--- src/rtl/mem_arb_pkg.sv ---
// Shared types and constants for the two-requester memory arbiter.
`timescale 1ns/1ps
package mem_arb_pkg;

    localparam int DEF_ADDR_W = 32;
    localparam int DEF_DATA_W = 32;

    localparam logic REQ_IF = 1'b0;
    localparam logic REQ_LS = 1'b1;

    typedef enum logic [1:0] {
        ST_IDLE,
        ST_ACCESS,
        ST_RESP
    } state_e;

endpackage

--- src/rtl/rr_arbiter2.sv ---
// Two-way round-robin arbiter; the priority pointer moves only on an accepted grant.
`timescale 1ns/1ps
module rr_arbiter2
    import mem_arb_pkg::*;
(
    input  logic       clk,
    input  logic       reset,
    input  logic [1:0] req_i,
    input  logic       accept_i,
    output logic [1:0] gnt_o,
    output logic       gnt_id_o
);

    logic last_q, last_d;

    always_comb begin
        gnt_o    = '0;
        gnt_id_o = REQ_IF;
        if (req_i == 2'b11) begin
            gnt_id_o = ~last_q;
        end else if (req_i[REQ_LS]) begin
            gnt_id_o = REQ_LS;
        end
        if (|req_i) begin
            gnt_o[gnt_id_o] = 1'b1;
        end
        last_d = accept_i ? gnt_id_o : last_q;
    end

    // Starting with IF as "last" hands the first tie to LS.
    always_ff @(posedge clk) begin
        if (reset) begin
            last_q <= REQ_IF;
        end else begin
            last_q <= last_d;
        end
    end

endmodule

--- src/rtl/mem_arbiter.sv ---
// Arbitrates IF and LS requesters onto one single-port RAM, one transaction at a time.
`timescale 1ns/1ps
module mem_arbiter
    import mem_arb_pkg::*;
#(
    parameter int ADDR_WIDTH = DEF_ADDR_W,
    parameter int DATA_WIDTH = DEF_DATA_W
) (
    input  logic                  clk,
    input  logic                  reset,
    input  logic                  if_req_valid,
    output logic                  if_req_ready,
    input  logic [ADDR_WIDTH-1:0] if_addr,
    output logic                  if_rsp_valid,
    output logic [DATA_WIDTH-1:0] if_rsp_data,
    input  logic                  ls_req_valid,
    output logic                  ls_req_ready,
    input  logic                  ls_we,
    input  logic [ADDR_WIDTH-1:0] ls_addr,
    input  logic [DATA_WIDTH-1:0] ls_wdata,
    output logic                  ls_rsp_valid,
    output logic [DATA_WIDTH-1:0] ls_rsp_data,
    output logic                  ram_write_enable,
    output logic [ADDR_WIDTH-1:0] ram_address,
    output logic [DATA_WIDTH-1:0] ram_data_in,
    input  logic [DATA_WIDTH-1:0] ram_data_out
);

    state_e                state_q, state_d;
    logic [ADDR_WIDTH-1:0] addr_q, addr_d;
    logic [DATA_WIDTH-1:0] wdata_q, wdata_d;
    logic                  we_q, we_d;
    logic                  id_q, id_d;

    logic [1:0]            req, gnt;
    logic                  gnt_id, idle, accept, rsp_fire;
    logic [DATA_WIDTH-1:0] rsp_data;

    assign req    = {ls_req_valid, if_req_valid};
    assign idle   = (state_q == ST_IDLE) && !reset;
    assign accept = idle && (|req);

    rr_arbiter2 u_rr (
        .clk      (clk),
        .reset    (reset),
        .req_i    (req),
        .accept_i (accept),
        .gnt_o    (gnt),
        .gnt_id_o (gnt_id)
    );

    assign if_req_ready = idle && gnt[REQ_IF];
    assign ls_req_ready = idle && gnt[REQ_LS];

    always_comb begin
        state_d = state_q;
        addr_d  = addr_q;
        wdata_d = wdata_q;
        we_d    = we_q;
        id_d    = id_q;
        case (state_q)
            ST_IDLE: begin
                if (accept) begin
                    state_d = ST_ACCESS;
                    id_d    = gnt_id;
                    if (gnt_id == REQ_LS) begin
                        addr_d  = ls_addr;
                        we_d    = ls_we;
                        wdata_d = ls_wdata;
                    end else begin
                        addr_d  = if_addr;
                        we_d    = 1'b0;
                    end
                end
            end
            ST_ACCESS: state_d = ST_RESP;
            ST_RESP:   state_d = ST_IDLE;
            default:   state_d = ST_IDLE;
        endcase
    end

    always_ff @(posedge clk) begin
        if (reset) begin
            state_q <= ST_IDLE;
            addr_q  <= '0;
            wdata_q <= '0;
            we_q    <= 1'b0;
            id_q    <= REQ_IF;
        end else begin
            state_q <= state_d;
            addr_q  <= addr_d;
            wdata_q <= wdata_d;
            we_q    <= we_d;
            id_q    <= id_d;
        end
    end

    // Captured regs only change on acceptance, so the RAM bus holds its last value
    // outside ACCESS. Reset gates the strobes so an aborted write never lands.
    assign ram_address      = addr_q;
    assign ram_data_in      = wdata_q;
    assign ram_write_enable = (state_q == ST_ACCESS) && we_q && !reset;

    assign rsp_fire     = (state_q == ST_RESP) && !reset;
    assign rsp_data     = we_q ? '0 : ram_data_out;
    assign if_rsp_valid = rsp_fire && (id_q == REQ_IF);
    assign ls_rsp_valid = rsp_fire && (id_q == REQ_LS);
    assign if_rsp_data  = if_rsp_valid ? rsp_data : '0;
    assign ls_rsp_data  = ls_rsp_valid ? rsp_data : '0;

endmodule

--- config.mk ---
export PLATFORM = sky130hd
export DESIGN_NAME = mem_arbiter
export DESIGN_NICKNAME = d
export VERILOG_FILES = /design/src/rtl/mem_arb_pkg.sv /design/src/rtl/rr_arbiter2.sv /design/src/rtl/mem_arbiter.sv
export SDC_FILE = /design/constraint.sdc
export NUM_CORES = 1
export LEC_CHECK = 0
export ABC_AREA = 1
export CELL_PAD_IN_SITES_DETAIL_PLACEMENT = 2
export CELL_PAD_IN_SITES_GLOBAL_PLACEMENT = 2
export CORE_ASPECT_RATIO = 1.1
export CORE_MARGIN = 2
export CORE_UTILIZATION = 18
export CTS_CLUSTER_SIZE = 8
export DETAILED_ROUTE_END_ITERATION = 7
export HOLD_SLACK_MARGIN = 0.02
export PLACE_DENSITY = 0.95
export SLEW_MARGIN = 20
export SYNTH_ARGS = -nofsm -noshare
export SYNTH_HDL_FRONTEND = slang
export SYNTH_SLANG_ARGS = --single-unit
--- constraint.sdc ---
create_clock -name clk -period 3.3 [get_ports clk]
set_clock_uncertainty 0.05 [all_clocks]
set_input_delay 0.825 -clock clk [delete_from_list [all_inputs] [get_ports clk]]
set_output_delay 0.825 -clock clk [all_outputs]
set_load 0.005 [all_outputs]
==> results_dict.tcl <==
set metrics [dict create \
    outcome "finished clean" \
    synthDistinctLibCells 25 \
    cts_max_path_buffers 2 \
    tightest_slew_ns 0.807 \
    cp.arrival_ns 2.36 \
    cts_tree "yes" \
    grt_pass1_vias 4842 \
    seq_area_frac_synth_pct 37.5 \
    io_buffers 265 \
    synthesis.area_mm2 0.00368 \
    die_area_mm2 0.0216 \
    avgSynthCellArea_um2 6.64 \
    ir_drop_v 0.000197 \
    grt_max_degree 65 \
    nets 939 \
    yosys_most_used_dff "dfxtp_1" \
    drv_cap 0 \
    synth_edf_count 0 \
    cp_max_fo 16 \
    cellLeakagePower_nw 3.14 \
    synthCells 555 \
    pwr-share-clk_pct 38.3 \
    cts_root_buffer "clkbuf_16" \
    maxSlewViolCount 0 \
    clock.fmax_mhz 309 \
    grtUsageTotal_pct 15.6 \
    die_h_um 154 \
    cp-end-kind "primary output" \
    syn2layout_area_growth_pct 86.3 \
    yosys-top-cells-area "dfxtp_1 (37%), nand2_1 (14%), nor2_1 (10%)" \
    clock-sinks 69 \
    syn-num-nets 688 \
    power_density_mw_per_mm2 359 \
    hold_buffers 0 \
    wirelength_um 17300 \
    swShare_pct 26.3 \
    coreArea_mm2 0.0199 \
    drtAntennaViolNets 0 \
    slew_headroom_pct 46.2 \
    drt_iter0_markers 132 \
    whs_ns 0.412 \
    internal_power_mw 1.82 \
    drc_errors 0 \
    synth.top_cell.area_share_pct 37.5 \
    seqPwrFrac_pct 37.6 \
    grt_pass1_wl_um 26600 \
    yosysTopAreaCell "dfxtp_1" \
    overflow 0 \
    startpoint_type "input pin" \
    power_mw 2.47 \
    die_width_um 140 \
    hpwl_um 13100 \
    hold_viol 0 \
    via_per_inst 4.30 \
    worst_skew_pair.late_latency_ns 0.33 \
    path_clk_slew_ns 0.05 \
    ios 266 \
    yosys_register_bits 69 \
    vias 4567 \
    share_comb_of_total_power_pct 24.0 \
    yosysWarnings 0 \
    period_minus_slack_ns 3.24 \
    holdCritPathClass "reg2reg" \
    cts_made_buffers 9 \
    start_util_pct 18.5 \
    gp_congestion 0.772 \
    critPathKind "in2out" \
    period_share_pct 98.1 \
    antenna_found_initial 1 \
    r2r_slack_ns 1.43 \
    std_cell_rows 54 \
    first_pass_iters 4 \
    synthArstFlopShare_pct 0 \
    worstPathRequired_ns 2.42 \
    drive_gt1_share_pct 8.53 \
    setup_viol 0 \
    detail_route.wl_per_cell_um 16.3 \
    power.switching_mw 0.648 \
    htreeDepth 3 \
    rsz0062_at_grt "yes" \
]
==> Yosys cell counts, types with 2 or more instances <==
library cell and count:
buf_2 13, buf_4 3, buf_6 9, dfxtp_1 69, nor2_1 98, nor2_4 2, nand3_1 22, o21ai_0 32
nor3_1 36, clkbuf_1 14, buf_1 2, nand2_1 133, inv_1 59, a21oi_1 24, nor3_2 29
==> metal layers <==
metal | GRT usage [%] | vias up | routed length [µm]
li1 | - | 2222 | -
met1 | 16.8 | 2152 | 6740
met2 | 29.6 | 169 | 9150
met3 | 3.36 | 24 | 971
met4 | 5.68 | 0 | 418
met5 | 0 | - | 0
==> final cells by class <==
class / instances / area (µm²)
clock buffers: 12 / 246
clock inverters: 2 / 35.0
repair buffers: 281 / 2820
well taps: 252 / 315
inverters: 61 / 231
fillers: 2310 / 13100
multi-input cells: 384 / 1830
flip-flops and latches: 69 / 1380
diodes: 1 / 2.50
==> flip-flops by register name, summed over array words and instances (netlist names) <==
signal / flops
state_q: 2
ram_address: 32
we_q: 1
ram_data_in: 32
id_q: 1
u_rr.last_q: 1
==> worst max-delay path: stages <==
cell and delay, ns:
dlygate4sd2_1 0.27, inv_4 0.07, nand3_1 0.07, or2_4 0.27
bufbuf_16 0.30, inv_1 0.06, clkdlybuf4s50_1 0.49
==> final timing paths <==
path / start / end / cells after the start
min reg2reg: u_rr.last_q$_SDFFE_PP0P_ / u_rr.last_q$_SDFFE_PP0P_ / 2
min: u_rr.last_q$_SDFFE_PP0P_ / u_rr.last_q$_SDFFE_PP0P_ / 2
max: reset / if_rsp_valid / 7
max reg2reg: state_q[1]$_SDFFE_PP0P_ / ram_data_in[9]$_SDFFE_PP0P_ / 7
==> what timing repair did <==
item	in CTS	in global routing
setup endpoints to repair	68	9
cloned	1	0
setup buffers	0	0
resized for setup	17	8
==> through the flow <==
step / setup WS (ns) / instances / util [%] / area [µm²] / TNS, ns
2_1_floorplan: 0.750 / 555 / - / 3680 / 0
3_3_place_gp: -0.194 / 1046 / 32.8 / 6540 / -4.94
3_5_place_dp: -0.228 / 1046 / 32.8 / 6540 / -6.78
4_1_cts: 0.0530 / 1061 / 34.3 / 6840 / 0
5_1_grt: -0.0306 / 1062 / 34.4 / 6860 / -0.0306
6_report: 0.0611 / 1062 / 34.4 / 6860 / 0
==> cell usage in the layout (no fill, tap or decap), types with 2 or more instances in the layout <==
cell,count
buf_12,2
dfxtp_1,68
clkbuf_1,2
buf_4,13
nand2_1,133
o21ai_0,32
nor2_1,98
clkdlybuf4s50_1,242
a21oi_1,24
clkbuf_16,9
nand3_1,22
dlygate4sd2_1,16
nor3_2,30
nor3_1,35
inv_1,59
nor2_4,2
dlymetal6s2s_1,7
==> power by group through the flow <==
stage	registers [mW]	logic (mW)	clock network, mW
2_1_floorplan	0.947	0.228	0
3_3_place_gp	0.943	0.583	0
3_5_place_dp	0.947	0.601	0
4_1_cts	0.930	0.606	0.983
5_1_grt	0.937	0.654	1.03
6_report	0.929	0.592	0.946
==> logic make-up after synthesis <==
group / Yosys count / synth area share (%)
buffers and inverters: 102 / 13.0
and+or+nand+nor: 328 / 41.9
DFF: 69 / 37.5
AOI/OAI and AO/OA: 56 / 7.61
Note: power is estimated with default switching activity, not from simulation.
